`src/rtl/player_shot_controller.sv`:
```
// Player shot controller: debounced buttons drive a grid cursor and a
// validated shot handed to the game FSM over valid/ready.
module player_shot_controller #(
  parameter int ROWS            = 12,
  parameter int COLS            = 12,
  parameter int DEBOUNCE_CYCLES = 250000
) (
  input  logic       clk_in,
  input  logic       rst_n,
  input  logic       btn_up,
  input  logic       btn_down,
  input  logic       btn_left,
  input  logic       btn_right,
  input  logic       btn_fire,
  input  logic       player_turn,
  input  logic       new_game,
  input  logic       shot_ready,
  output logic [3:0] cursor_row,
  output logic [3:0] cursor_col,
  output logic       shot_valid,
  output logic [3:0] shot_row,
  output logic [3:0] shot_col,
  output logic       repeat_err,
  output logic       aiming
);

  localparam int NB    = 5;
  localparam int B_UP  = 0;
  localparam int B_DN  = 1;
  localparam int B_LT  = 2;
  localparam int B_RT  = 3;
  localparam int B_FR  = 4;
  localparam int CW    = (DEBOUNCE_CYCLES > 2) ?
                         $clog2(DEBOUNCE_CYCLES) : 1;
  localparam int CELLS = ROWS * COLS;
  localparam int IW    = (CELLS > 1) ? $clog2(CELLS) : 1;

  localparam logic [CW-1:0] CNT_MAX = CW'(DEBOUNCE_CYCLES - 1);
  localparam logic [3:0]    ROW_MAX = 4'(ROWS - 1);
  localparam logic [3:0]    COL_MAX = 4'(COLS - 1);

  typedef enum logic [1:0] {
    IDLE,
    AIM,
    PENDING
  } state_t;

  state_t state;
  state_t state_nxt;

  logic [NB-1:0] raw;
  logic [NB-1:0] sync1;
  logic [NB-1:0] sync2;
  logic [NB-1:0] deb;
  logic [NB-1:0] deb_d;
  logic [NB-1:0] press;
  logic [CW-1:0] cnt [NB];

  logic [CELLS-1:0] fired;
  logic [IW-1:0]    cur_idx;
  logic [IW-1:0]    shot_idx;

  logic [3:0] row_nxt;
  logic [3:0] col_nxt;
  logic       latch_shot;
  logic       accept;
  logic       rep_nxt;

  assign raw = {btn_fire, btn_right, btn_left,
                btn_down, btn_up};

  always_ff @(posedge clk_in or negedge rst_n) begin
    if (!rst_n) begin
      sync1 <= '0;
      sync2 <= '0;
    end else begin
      sync1 <= raw;
      sync2 <= sync1;
    end
  end

  // Level flips only after CNT_MAX+1 consecutive disagreeing cycles.
  always_ff @(posedge clk_in or negedge rst_n) begin
    if (!rst_n) begin
      for (int i = 0; i < NB; i++) begin
        cnt[i] <= '0;
      end
      deb   <= '0;
      deb_d <= '0;
    end else begin
      deb_d <= deb;
      for (int i = 0; i < NB; i++) begin
        if (sync2[i] != deb[i]) begin
          if (cnt[i] == CNT_MAX) begin
            deb[i] <= sync2[i];
            cnt[i] <= '0;
          end else begin
            cnt[i] <= cnt[i] + 1'b1;
          end
        end else begin
          cnt[i] <= '0;
        end
      end
    end
  end

  assign press = deb & ~deb_d;

  assign cur_idx  = IW'(cursor_row * COLS + cursor_col);
  assign shot_idx = IW'(shot_row * COLS + shot_col);

  always_comb begin
    row_nxt = cursor_row;
    case ({press[B_UP], press[B_DN]})
      2'b10: row_nxt = (cursor_row == 4'd0) ?
                       ROW_MAX : cursor_row - 4'd1;
      2'b01: row_nxt = (cursor_row == ROW_MAX) ?
                       4'd0 : cursor_row + 4'd1;
      default: row_nxt = cursor_row;
    endcase
  end

  always_comb begin
    col_nxt = cursor_col;
    case ({press[B_LT], press[B_RT]})
      2'b10: col_nxt = (cursor_col == 4'd0) ?
                       COL_MAX : cursor_col - 4'd1;
      2'b01: col_nxt = (cursor_col == COL_MAX) ?
                       4'd0 : cursor_col + 4'd1;
      default: col_nxt = cursor_col;
    endcase
  end

  always_ff @(posedge clk_in or negedge rst_n) begin
    if (!rst_n) begin
      state <= IDLE;
    end else begin
      state <= state_nxt;
    end
  end

  always_comb begin
    state_nxt  = state;
    latch_shot = 1'b0;
    accept     = 1'b0;
    rep_nxt    = 1'b0;
    unique case (state)
      IDLE: begin
        if (player_turn) begin
          state_nxt = AIM;
        end
      end
      AIM: begin
        if (!player_turn) begin
          state_nxt = IDLE;
        end else if (press[B_FR]) begin
          if (fired[cur_idx]) begin
            rep_nxt = 1'b1;
          end else begin
            latch_shot = 1'b1;
            state_nxt  = PENDING;
          end
        end
      end
      PENDING: begin
        if (shot_ready) begin
          accept    = 1'b1;
          state_nxt = IDLE;
        end
      end
      default: state_nxt = IDLE;
    endcase
    // A new match drops any in-flight shot.
    if (new_game) begin
      state_nxt  = IDLE;
      latch_shot = 1'b0;
      accept     = 1'b0;
      rep_nxt    = 1'b0;
    end
  end

  always_ff @(posedge clk_in or negedge rst_n) begin
    if (!rst_n) begin
      cursor_row <= '0;
      cursor_col <= '0;
    end else if (new_game) begin
      cursor_row <= '0;
      cursor_col <= '0;
    end else if (state != PENDING) begin
      cursor_row <= row_nxt;
      cursor_col <= col_nxt;
    end
  end

  always_ff @(posedge clk_in or negedge rst_n) begin
    if (!rst_n) begin
      shot_row <= '0;
      shot_col <= '0;
    end else if (latch_shot) begin
      shot_row <= cursor_row;
      shot_col <= cursor_col;
    end
  end

  always_ff @(posedge clk_in or negedge rst_n) begin
    if (!rst_n) begin
      fired <= '0;
    end else if (new_game) begin
      fired <= '0;
    end else if (accept) begin
      fired[shot_idx] <= 1'b1;
    end
  end

  always_ff @(posedge clk_in or negedge rst_n) begin
    if (!rst_n) begin
      repeat_err <= 1'b0;
    end else begin
      repeat_err <= rep_nxt;
    end
  end

  assign shot_valid = (state == PENDING);
  assign aiming     = (state == AIM);

endmodule

```
`config.mk`:
```
export PLATFORM = sky130hd
export DESIGN_NAME = player_shot_controller
export DESIGN_NICKNAME = d
export VERILOG_FILES = /design/src/rtl/player_shot_controller.sv
export SDC_FILE = /design/constraint.sdc
export NUM_CORES = 1
export LEC_CHECK = 0
export BUFFER_PORTS_ARGS = -buffer_cell sky130_fd_sc_hd__buf_2
export CORE_ASPECT_RATIO = 1.4
export CORE_UTILIZATION = 50
export DETAILED_ROUTE_END_ITERATION = 8
export PLACE_DENSITY = 0.71
export SLEW_MARGIN = 15
export SYNTH_ARGS = -nofsm -noshare
export SYNTH_HDL_FRONTEND = slang
export SYNTH_SLANG_ARGS = --single-unit
export TNS_END_PERCENT = 100
```
`constraint.sdc`:
```
create_clock -name clk_in -period 4.3 [get_ports clk_in]
set_input_delay 0.86 -clock clk_in [delete_from_list [all_inputs] [get_ports clk_in]]
set_output_delay 0.86 -clock clk_in [all_outputs]
set_load 0.01 [all_outputs]
```
==> results of run 1 <==
power groups by stage:
stage,clock network (mW),registers (mW),logic [mW]
floorplan,0,2.64,0.0565
global placement,0,2.64,0.130
detailed placement,0,2.64,0.132
CTS,2.68,2.60,0.132
global route,2.78,2.60,0.149
finish,2.64,2.60,0.128
per-stage QoR:
| stage | util (%) | area, um2 | setup WS (ps) | hold slack (ps) |
|---|---|---|---|---|
| 6_report | 56.8 | 14900 | 277 | 344 |
| 5_1_grt | 56.8 | 14900 | 107 | 350 |
| 4_1_cts | 56.8 | 14900 | 192 | 343 |
| 3_5_place_dp | 52.9 | 13900 | 229 | 336 |
| 3_3_place_gp | 52.9 | 13900 | 245 | 331 |
| 2_1_floorplan | - | 13400 | 395 | 331 |
worst paths after layout:
kind	slack, ps	to	startpoint	cells after the start
hold / removal	340	fired[125]	rst_n	1
hold reg to reg	340	sync2[1]	sync1[1]	0
setup reg to reg	280	shot_row[1]	cursor_row[0]	12
min in group clk_in	340	sync2[1]	sync1[1]	0
max in group asynchronous	2900	cnt[63]	rst_n	2
setup / recovery	280	shot_row[1]	cursor_row[0]	12
layout make-up:
type	instances	area (um2)
Clock buffer	32	767
Timing Repair Buffer	50	353
Tap cell	324	405
Clock inverter	21	250
Inverter	55	208
Fill cell	2222	11300
Multi-Input combinational cell	827	6110
Sequential cell	273	6830
sequential cells by signal, indices dropped and copies added (netlist names), 4 cells and up:
register,flops
deb_d,5
cnt,90
cursor_row,4
deb,5
sync1,5
fired,144
sync2,5
cursor_col,4
shot_col,4
shot_row,4
worst max-delay path, delay by kind of cell, from the launching register on:
family | cells | cell delay (ps)
DFF | 1 | 520
buffers and inverters | 4 | 590
muxes | 2 | 840
AOI/OAI and AO/OA | 4 | 920
adders and majority gates | 2 | 1040
cells in the mapped netlist, drive strengths merged, types with 7 or more instances:
library cell | number | area (um2)
nor3 | 19 | 95.1
nand2b | 15 | 93.8
and3 | 17 | 106
or3 | 14 | 87.6
buf | 12 | 65.1
dfrtp | 273 | 6830
clkbuf | 55 | 206
o21ai | 20 | 100
o2bb2ai | 104 | 911
a31oi | 9 | 56.3
o32ai | 17 | 149
nand2 | 83 | 312
nor4 | 9 | 56.3
xnor2 | 42 | 368
nand3 | 44 | 220
inv | 54 | 203
mux2i | 15 | 150
nor2 | 151 | 567
mux4 | 36 | 811
nor2b | 8 | 50.1
a21oi | 25 | 125
a41oi | 18 | 158
ha | 25 | 313
mux2 | 13 | 146
xor2 | 47 | 412
nand4 | 21 | 131
a211oi | 7 | 52.6
routing by layer:
metal / track usage [%] / vias up
li1: - / 4475
met5: 0 / -
met2: 42.3 / 294
met1: 30.2 / 4844
met4: 11.8 / 2
met3: 3.22 / 91
cells by family after synthesis:
logic type / count (synthesis) / share of synthesized area, %
buffers and inverters: 122 / 3.56
XOR/XNOR: 90 / 5.98
flip-flops: 273 / 50.9
adder cells (fa/ha/maj): 29 / 2.93
AND/OR/NAND/NOR: 407 / 14.3
multiplexers: 64 / 8.26
AO/OA/AOI/OAI: 237 / 14.1
what timing repair did:
item,in CTS,in global routing
hold buffers,0,0
endpoints found under the setup margin,0,5
resized for setup,0,1
==> results.md, run 1 <==
Global route:
- The number of global-route vias before repair is approximately 10000.
- The maximum number of pins on one net before global-route repair is roughly 110.
- The number of antenna violations at the first check in global routing is 1.
- The overall track demand over capacity in global routing is approximately 24%.
- The global-route congestion overflow total is 0.
- The first global-routing pass estimated around 53000 um of wire.

Clock tree:
- Counting every sink on the clock net gives 273.
- After clock tree synthesis, the clock-pin slew on the worst setup and hold paths is 60 ps.
- In this run the post-CTS setup repair buffer count came out at 0.
- In this run the number of H-tree levels came out at 1.
- The source-to-sink clock delay at the later pin of the worst-skew pair is 540 ps.
- The tree is rooted in a clkbuf_16.
- In this run the deepest clock path goes through 3 buffers.
- The number of buffers added by the clock tree synthesis step is 29.
- TritonCTS built the clock tree.

Worst setup path:
- On the worst path, the slowest cell contributes a delay of between 600 and 700 ps.
- The startpoint type of the worst setup path is a register.
- The kind of end point of the critical path is a register.
- The data required time at the worst endpoint is between 4000 and 5000 ps.
- The worst setup path is of the register to register kind.
- The highest net fanout along the worst path is 11.
- Walking the worst path, the cells encountered are inv_1 -> ha_1 -> inv_1 -> fa_2 -> buf_4 -> mux4_2 -> o21ai_0 -> o221a_2 -> o221ai_1 -> a2111oi_4 -> buf_4 -> mux2_2.
- The slowest stage of the critical path belongs to the cell fa_2.
- Data arrives at the worst endpoint at roughly 4500 ps.

Logic synthesis:
- Dividing the synthesized area by the synthesized cell count gives between 10 and 15 um2.
- The count of mapped cells out of synthesis is between 1000 and 1500.
- The most common flop cell mapped by yosys is dfrtp_1.
- In this run the cell area of the synthesized design comes to 13400 um2.
- The number of warnings issued by yosys is 0.
- The proportion of synthesized chip area in sequential cells is around half.
- The synthesized design contains 0 enable-type register cells.
- The post-synthesis register bit count is 273.
- The number of distinct library cell variants in the gate-level netlist after synthesis is 65.
- For this run, asynchronously set or reset flops after synthesis account for between 90% and 100%.
- The number of nets in the synthesized netlist is around 1300.

Floorplan:
- Once the floorplan was initialized, standard cells occupied between 50% and 60% of the core.
- Pin placement for this block handled 29 I/O pins.
- The floorplan die height is between 150 and 200 um.
- The floorplan step defined a die boundary enclosing 27500 um2.
- After floorplanning, the core was sized to cover 26300 um2.
- The floorplan step set the die width to 140 um.
- The total number of placement rows is 70.

STA:
- Setup total negative slack on the finished layout was measured at 0 ps.
- The count of final hold-check violations is 0.
- Setup repair after global routing left no endpoint under its margin.
- The slew at the pin with the worst max-slew slack is 1180 ps.
- The final worst-path cycle share is approximately 94%.
- The max-slew violation count is 0.
- The post-route clock skew is approximately 12 ps.
- The relative max-transition margin is approximately a fifth.
- The maximum operating frequency is approximately 250 MHz.
- The final critical delay including setup and external delays is 4020 ps.
- The total of endpoints with negative setup slack in the final report is 0.

Layout:
- In the layout the commonest cells are 271 x dfrtp_1, 151 x nor2_1, 104 x o2bb2ai_1.
- The area added between synthesis and finish is 11.3%.
- The antenna cell count is 0.
- Excluding fillers, the count of instances in the completed layout stands at 1582.
- The final layout net count is roughly 1300.
- The library cell used most frequently in the layout, excluding fill and tap cells, is dfrtp_1.
- The ratio of cells with drive above 1 in the final layout is 13.0%.

Drt:
- The detailed router finished its first iteration with roughly 770 violations.
- The detailed router put a total of ~13000 um of wire on met1.
- The routed design uses about 16000 um of met2 wire.
- The routed via count is 9706.
- The number of antenna-violating nets in the routed design is 0.
- The amount of wire on met3 after detailed routing is around 1500 um.
- The uppermost metal layer occupied by signal nets is met5.
- The post-detailed-route wirelength per cell is between 20 and 25 um.
- For this block, the routed nets add up to between 30000 and 40000 um of wire.
- After detailed routing, the number of remaining DRC violations is 0.
- The count of TritonRoute iterations in the first routing pass is 6.
- In the routed layout, each cell is associated on average with a via count of around 6.1.

Power:
- The share of total power in sequential cells is approximately half.
- The maximum resistive drop on vdd is 415 uV.
- Overall power consumption after layout is estimated at about 5.4 mW.
- The leakage power summed over all cells is 6.24 nW.
- In this run, the clock network consumes about 49% of the power.
- The power per cell area is 359 nW/um2.
- The net switching component of the power is roughly 1.2 mW.
- The internal power component is between 4 and 5 mW.
- Combinational logic is responsible for between 2 and 2.5% of the overall power.
- The net switching share of the total power is 21.7%.

Placement:
- In this run, placement finished with an instance count of between 1500 and 2000.
- The number of port buffers is 28.
- The detailed-placement wirelength estimate is ~22000 um.
- Routability-driven placement finished with a final weighted congestion of around 0.95.

Hold path:
- The tightest min-delay check is of the primary input to asynchronous set/reset pin type.

Status:
- The flow ran to the end, and the final reports show no timing, DRC or antenna violations.

Run:
- The number of max-cap violations is 0.
No activity file was read; power rests on OpenSTA's default activity.
==> run 2, diff against run 1 <==
--- a/config.mk
+++ b/config.mk
@@ -9,6 +9,7 @@
 export CORE_ASPECT_RATIO = 1.4
 export CORE_UTILIZATION = 50
 export DETAILED_ROUTE_END_ITERATION = 8
+export GPL_TIMING_DRIVEN = 0
 export PLACE_DENSITY = 0.71
 export SLEW_MARGIN = 15
 export SYNTH_ARGS = -nofsm -noshare
==> run 2 against run 1 <==
Compared with the run above:
- clock skew grew 3.9 ps
- global-route usage is 1.9 points higher
- die area unchanged
- critical path depth down 3
- cell area is 1.2% higher
- power barely moved
- sequential power barely moved
- worst setup slack lost 78 ps
- via count rose by 2.4%
- combinational power is 14% higher
- largest cell class unchanged
==> results.md, run 2 (synthesis results as in run 1) <==
Worst setup path:
- The startpoint type of the worst setup path is a register.
- The critical path is of the register to register type.
- The highest net fanout along the worst path is 9 (-2).
- The data required time at the worst endpoint is 4740 ps (about the same).
- The arrival time at the worst endpoint came to 4540 ps (+90 ps).
- The kind of end point of the critical path is a register.

Drt:
- The number of DRC markers after the initial detailed-route iteration is 601 (-22%).
- The via density per instance was 6.10 (-0.61%).
- The routed via count is 9939 (+2.4%).
- The post-detailed-route wirelength per cell is 21.4 um (+4.9%).
- The count of TritonRoute iterations in the first routing pass is 5 (-1).
- The routed wire length is 34800 um (+8.0%).
- The number of antenna-violating nets in the routed design came to 0 (unchanged).
- The number of design rule violations left after detail routing is 0 (unchanged).

Clock tree:
- The source-to-sink clock delay at the later pin of the worst-skew pair is 550 ps (about the same).
- The number of clock sinks is 273 (unchanged).
- The clock transition at the registers of the reported paths is 70 ps (about the same).
- The buffer depth of the longest clock path was 3 (unchanged).
- The clock tree root driver cell is clkbuf_16.
- The CTS H-tree depth is 1 (unchanged).
- TritonCTS built the clock tree.
- The count of hold-fix buffers inserted at cts is 0 (unchanged).
- The number of buffers added by the clock tree synthesis step came to 29 (unchanged).

Global route:
- The overall track demand over capacity in global routing is 26.4% (+1.9 points).
- The number of global-route vias before repair was 10207 (+2.0%).
- The global-route congestion overflow total is 0 (unchanged).
- The number of antenna violations at the first check in global routing is 1 (unchanged).
- The maximum number of pins on one net before global-route repair is 100 (-9.9%).
- The global-route wire length before repair is 55900 um (+5.1%).

Hold path:
- In this run the worst hold path is classified as primary input to asynchronous set/reset pin.

Placement:
- The number of port buffers came to 28 (unchanged).
- The detailed-placement wirelength estimate is 25000 um (+13%).
- The cell count after placement came to 1577 (+3.1%).
- The last weighted congestion value of the routability-driven placer was 1.01 (+5.6%).
- The cell area after placement came to 14100 um2 (+1.0%).

Layout:
- The number of non-filler instances in the completed layout is 1630 (+3.0%).
- The register bank with the most flops is fired.
- The antenna cell count is 0 (unchanged).
- The number of fill cells in the layout is 2211 (-0.50%).
- The post-route cell area is 15100 um2 (+1.2%).
- The library cells used most frequently in the layout, excluding fill and tap cells, are 271 x dfrtp_1, 151 x nor2_1, 104 x o2bb2ai_1.
- The most common library cell in the layout ignoring fill and taps is dfrtp_1.
- The number of flip-flops under the largest register name is 144 (unchanged).
- The ratio of cells with drive above 1 in the final layout is 12.2% (-0.86 points).
- From synthesis to final layout, the design area changed by 12.7%.
- The final layout net count is 1323 (+3.8%).
- In the final layout, the registers with the most flip-flops are fired x144, cnt x90.

Floorplan:
- The die footprint is 27500 um2 (unchanged).
- The total number of placement rows is 70 (unchanged).
- The count of boundary I/O pins was 29 (unchanged).
- The floorplan die height came to 196 um (unchanged).
- The chip width was 140 um (unchanged).
- The total core area is 26300 um2 (unchanged).
- The initial core utilization was 51.0% (unchanged).

Power:
- The maximum resistive drop on vdd is 333 uV (-20%).
- The power per cell area is 355 nW/um2 (-1.1%).
- The leakage power summed over all cells came to 6.28 nW (+0.60%).

STA:
- The final worst-path cycle share came to 95.4% (+1.8 points).
- The post-route clock skew is 15.4 ps (+3.87 ps).
- The slew at the pin with the worst max-slew slack is 937 ps (-247 ps).
- The max-slew violation count is 0 (unchanged).
- Setup repair after global routing left no endpoint under its margin.
- The final critical delay including setup and external delays is 4100 ps (+78.0 ps).
- The count of final hold-check violations is 0 (unchanged).
- The worst hold margin is 175 ps (-168 ps).
- The maximum operating frequency came to 244 MHz (-1.9%).
- The relative max-transition margin is 37.3% (+16 points).
- The total of endpoints with negative setup slack in the final report was 0 (unchanged).

Run:
- The number of max-cap violations is 0 (unchanged).

Status:
- The run finished with clean final reports.
## run 2: cell types whose count changed in the layout (fill, tap and decap cells not counted), moves of 3 or more
cell / change
buf_1: +3
buf_12: -3
buf_16: +3
buf_2: +7
buf_4: -17
clkbuf_1: +53
clkbuf_8: +5
clkinv_2: -6
clkinv_4: +3
## run 2: per-stage QoR
step | setup slack (ps) | setup TNS [ps] | power (mW) | utilization [%]
after global routing | 27.7 | 0 | 5.53 | 57.5
final | 199 | 0 | 5.36 | 57.5
after detailed placement | -520 | -3670 | 2.79 | 53.5
after floorplan | 395 | 0 | 2.70 | -
after global placement | -2540 | -689230 | 2.78 | 53.1
after CTS | 22.6 | 0 | 5.41 | 57.4
## run 2: cell type report
type                            count  area (um2)  share of cell area [%]
Tap cell                          324         405                    2.68
Buffer                             66         269                    1.78
Sequential cell                   273        6830                    45.2
Clock buffer                       37         836                    5.53
Inverter                           55         208                    1.37
Timing Repair Buffer               32         240                    1.59
Multi-Input combinational cell    827        6140                    40.6
Clock inverter                     16         185                    1.23
## run 2: power by group
group / total [mW] / switching (mW) / internal, mW
sequential: 2.60 / 0.0108 / 2.59
combinational: 0.146 / 0.114 / 0.0322
clock: 2.62 / 1.07 / 1.56
total: 5.36 / 1.19 / 4.17
## run 2: worst paths after layout
check                              start  slack, ps          end  depth (start not counted)
max                        cursor_row[0]        200  shot_col[2]                          9
min                                rst_n        180   fired[113]                          1
max reg2reg                cursor_row[0]        200  shot_col[2]                          9
min reg2reg                     sync1[4]        350     sync2[4]                          0
max in group asynchronous          rst_n       2960      cnt[82]                          3
min in group clk_in             sync1[4]        350     sync2[4]                          0
## run 2: worst max-delay path: stages (launching register included)
cell	delay, ps
dfrtp_2	490
ha_1	340
fa_1	460
xnor2_1	470
xor2_1	650
o221a_2	350
o221ai_1	230
a2111oi_4	400
buf_4	240
mux2_2	340
## run 2: routing by layer
layer  GRT usage (%)  part of all wire (%)  up-vias
li1                -                     -     4559
met1            31.4                    39     4948
met2            45.2                    50      308
met3            4.15                   5.3      122
met4            15.3                   5.8        2
met5               0                 0.034        -
## run 2: timing repair
| item | CTS | global route |
|---|---|---|
| resized for setup | 5 | 5 |
| pin swaps | 1 | 0 |
| setup endpoints to repair | 9 | 7 |
| setup buffers | 1 | 0 |
| cloned | 0 | 0 |
==> run 3, diff against run 2 <==
--- a/config.mk
+++ b/config.mk
@@ -6,12 +6,12 @@
 export NUM_CORES = 1
 export LEC_CHECK = 0
 export BUFFER_PORTS_ARGS = -buffer_cell sky130_fd_sc_hd__buf_2
-export CORE_ASPECT_RATIO = 1.4
 export CORE_UTILIZATION = 50
 export DETAILED_ROUTE_END_ITERATION = 8
 export GPL_TIMING_DRIVEN = 0
+export HOLD_SLACK_MARGIN = 0.02
 export PLACE_DENSITY = 0.71
-export SLEW_MARGIN = 15
+export SLEW_MARGIN = 25
 export SYNTH_ARGS = -nofsm -noshare
 export SYNTH_HDL_FRONTEND = slang
 export SYNTH_SLANG_ARGS = --single-unit
==> run 3 against run 2 <==
Compared with the run above:
- the flow now finishes with violations (design-rule violations)
- clock skew down 3.0 ps
- register-to-register slack worse by 100 ps
- worst setup slack worse by 100 ps
- non-clock buffer count up 1
- final cell count up 0.55%
- critical path depth up 1
- via count up 1.5%
- global-route usage down 0.97 points
- routed wire length down 2.1%
- combinational power about the same
- utilization down 0.054 points
- critical path type unchanged
==> results.md, run 3 (synthesis results as in run 1) <==
Power:
- The leakage power summed over all cells is 6.26 nW (-0.23%).
- The power per cell area was 346 nW/um2 (-2.6%).
- The maximum resistive drop on vdd is 279 uV (-16%).

Layout:
- The largest registers in the layout are fired x144, cnt x90.
- The area added between synthesis and finish is 12.3%.
- The ratio of cells with drive above 1 in the final layout was 11.3% (-0.82 points).
- The final cell utilization of the core is 57.5% (about the same).
- The number of non-filler instances in the completed layout is 1639 (+0.55%).
- The post-route cell area came to 15100 um2 (-0.36%).
- The area taken by flip-flops and latches is 6830 um2 (unchanged).
- The register bank with the most flops is fired.
- The number of fill cells in the layout is 2204 (-0.32%).
- The number of flip-flops under the largest register name is 144 (unchanged).
- The final layout net count is 1324 (+0.076%).
- The most common library cell in the layout ignoring fill and taps is dfrtp_1.
- The top cell types in the final layout, fill and taps aside, are 271 x dfrtp_1, 151 x nor2_1, 104 x o2bb2ai_1.
- The antenna cell count came to 0 (unchanged).
- The area of combinational cells with multiple inputs is 6130 um2 (-0.10%).

Clock tree:
- In this run the clock root is driven by a clkbuf_16.
- The CTS H-tree depth is 1 (unchanged).
- The buffer depth of the longest clock path came to 3 (unchanged).
- The clock transition at the registers of the reported paths was 60 ps (about the same).
- The number of clock sinks is 273 (unchanged).
- The number of buffers added by the clock tree synthesis step is 29 (unchanged).
- The source-to-sink clock delay at the later pin of the worst-skew pair came to 540 ps (about the same).
- The count of hold-fix buffers inserted at cts is 0 (unchanged).
- The CTS tree is built.

Placement:
- The last weighted congestion value of the routability-driven placer is 0.996 (-0.89%).
- The number of port buffers is 28 (unchanged).
- The detailed-placement wirelength estimate came to 24200 um (-2.9%).
- The cell count after placement was 1588 (+0.70%).
- The cell area after placement is 14100 um2 (about the same).

Global route:
- The number of antenna violations at the first check in global routing came to 0 (-1).
- The global-route congestion overflow total is 0 (unchanged).
- The global-route wire length before repair is 55400 um (-0.93%).
- The maximum number of pins on one net before global-route repair is 97 (-3.0%).
- The number of global-route vias before repair came to 9963 (-2.4%).
- The overall track demand over capacity in global routing is 25.4% (-0.97 points).

STA:
- The final critical delay including setup and external delays is 4210 ps (+104 ps).
- The total of endpoints with negative setup slack in the final report came to 0 (unchanged).
- The slew at the pin with the worst max-slew slack is 892 ps (-45.1 ps).
- The post-route clock skew came to 12.4 ps (-3.04 ps).
- The maximum operating frequency is 238 MHz (-2.5%).
- The max-slew violation count was 0 (unchanged).
- The count of final hold-check violations is 0 (unchanged).
- The relative max-transition margin is 40.3% (+3.0 points).
- Setup repair after global routing left no endpoint under its margin.
- The final worst-path cycle share is 97.8% (+2.4 points).

Worst setup path:
- The category of the most critical setup path is register to register.
- The highest net fanout along the worst path was 9 (unchanged).
- The arrival time at the worst endpoint is 4620 ps (+80 ps).
- The data required time at the worst endpoint is 4710 ps (-30 ps).
- The kind of end point of the critical path is a register.
- STA classifies the critical path startpoint as a register.

Run:
- The number of max-cap violations is 0 (unchanged).

Floorplan:
- The total number of placement rows is 59 (-16%).
- The initial core utilization is 51.2% (+0.13 points).
- The total core area is 26200 um2 (-0.26%).
- The die footprint is 27500 um2 (about the same).
- The chip width came to 166 um (+18%).
- The count of boundary I/O pins is 29 (unchanged).
- The floorplan die height came to 166 um (-15%).

Drt:
- The number of DRC markers after the initial detailed-route iteration came to 964 (+60%).
- The amount of wire on met3 after detailed routing was 2070 um (+12%).
- The number of design rule violations left after detail routing was 2 (+2).
- The post-detailed-route wirelength per cell came to 20.8 um (-2.6%).
- The routed length on met2 is 15400 um (-11%).
- The count of TritonRoute iterations in the first routing pass came to 7 (+2).
- The number of antenna-violating nets in the routed design is 0 (unchanged).
- Routed signal wires occupy layers up through met4.
- The routed via count was 10093 (+1.5%).
- The met1 layer wirelength in the final routing is 15100 um (+11%).
- The routed wire length is 34100 um (-2.1%).
- The via density per instance is 6.16 (+0.99%).

Status:
- The checks that failed: design-rule violations.
- The flow ran to the end, but the final reports show violations.

Hold path:
- The min-delay analysis places its worst path in the category primary input to asynchronous set/reset pin.
[run 3: changes by cell type in the layout (fill, tap and decap cells not counted), sizes merged]
cell,before,now
clkinv,8,5
bufinv,3,2
clkbuf,91,97
inv,54,55
buf,44,45
clkinvlp,6,0
[run 3: critical path: stages, from the launching register on]
cell       delay [ps]
dfrtp_2           490
ha_1              320
fa_1              750
xor2_4            420
mux4_2            620
nor2_1            130
nor3_1             90
o31a_1            360
a2111oi_4         370
buf_12            190
mux2_2            340
[run 3: routing by layer]
metal | global-route usage [%] | vias up
met2 | 39.3 | 339
met3 | 3.86 | 89
li1 | - | 4566
met4 | 10.5 | 0
met1 | 36.0 | 5099
met5 | 0 | -
[run 3: final cells by class]
class	count	area share [%]
multi-input combinational	827	40.7
clock inverter	7	0.590
tap	335	2.78
clock buffer	43	5.63
buffer	66	1.80
sequential	273	45.4
timing repair buffer	33	1.73
inverter	55	1.38
[run 3: stage by stage]
step	TNS [ps]	hold WS (ps)	total power [mW]	setup WS, ps
after floorplan	0	331	2.70	395
after global placement	-699190	333	2.78	-2580
after detailed placement	-5100	336	2.79	-715
after CTS	0	252	5.24	51.6
after global routing	0	265	5.36	5.76
final	0	242	5.20	95.0
[run 3: repair_timing]
action                     4_1_cts  5_1_grt
buffers inserted                 1        1
gates cloned                     0        0
setup endpoints to repair        8        5
pin swaps                        1        1
gates resized for setup          5        5
[run 3: path summary, 6_finish.rpt]
kind	startpoint	end	slack [ps]	cells past startpoint
max	cursor_row[0]	shot_col[2]	90	10
min	rst_n	shot_row[1]	240	1
max reg2reg	cursor_row[0]	shot_col[2]	90	10
min reg2reg	sync1[4]	sync2[4]	350	0
max in group asynchronous	rst_n	cnt[7]	2870	3
min in group clk_in	sync1[4]	sync2[4]	350	0
[run 3: where the power goes]
part           internal (mW)  total (mW)  switching [mW]  leakage (nW)
Clock                   1.47        2.46           0.991         0.464
Sequential              2.59        2.60          0.0111          3.76
Combinational         0.0320       0.145           0.113          2.04
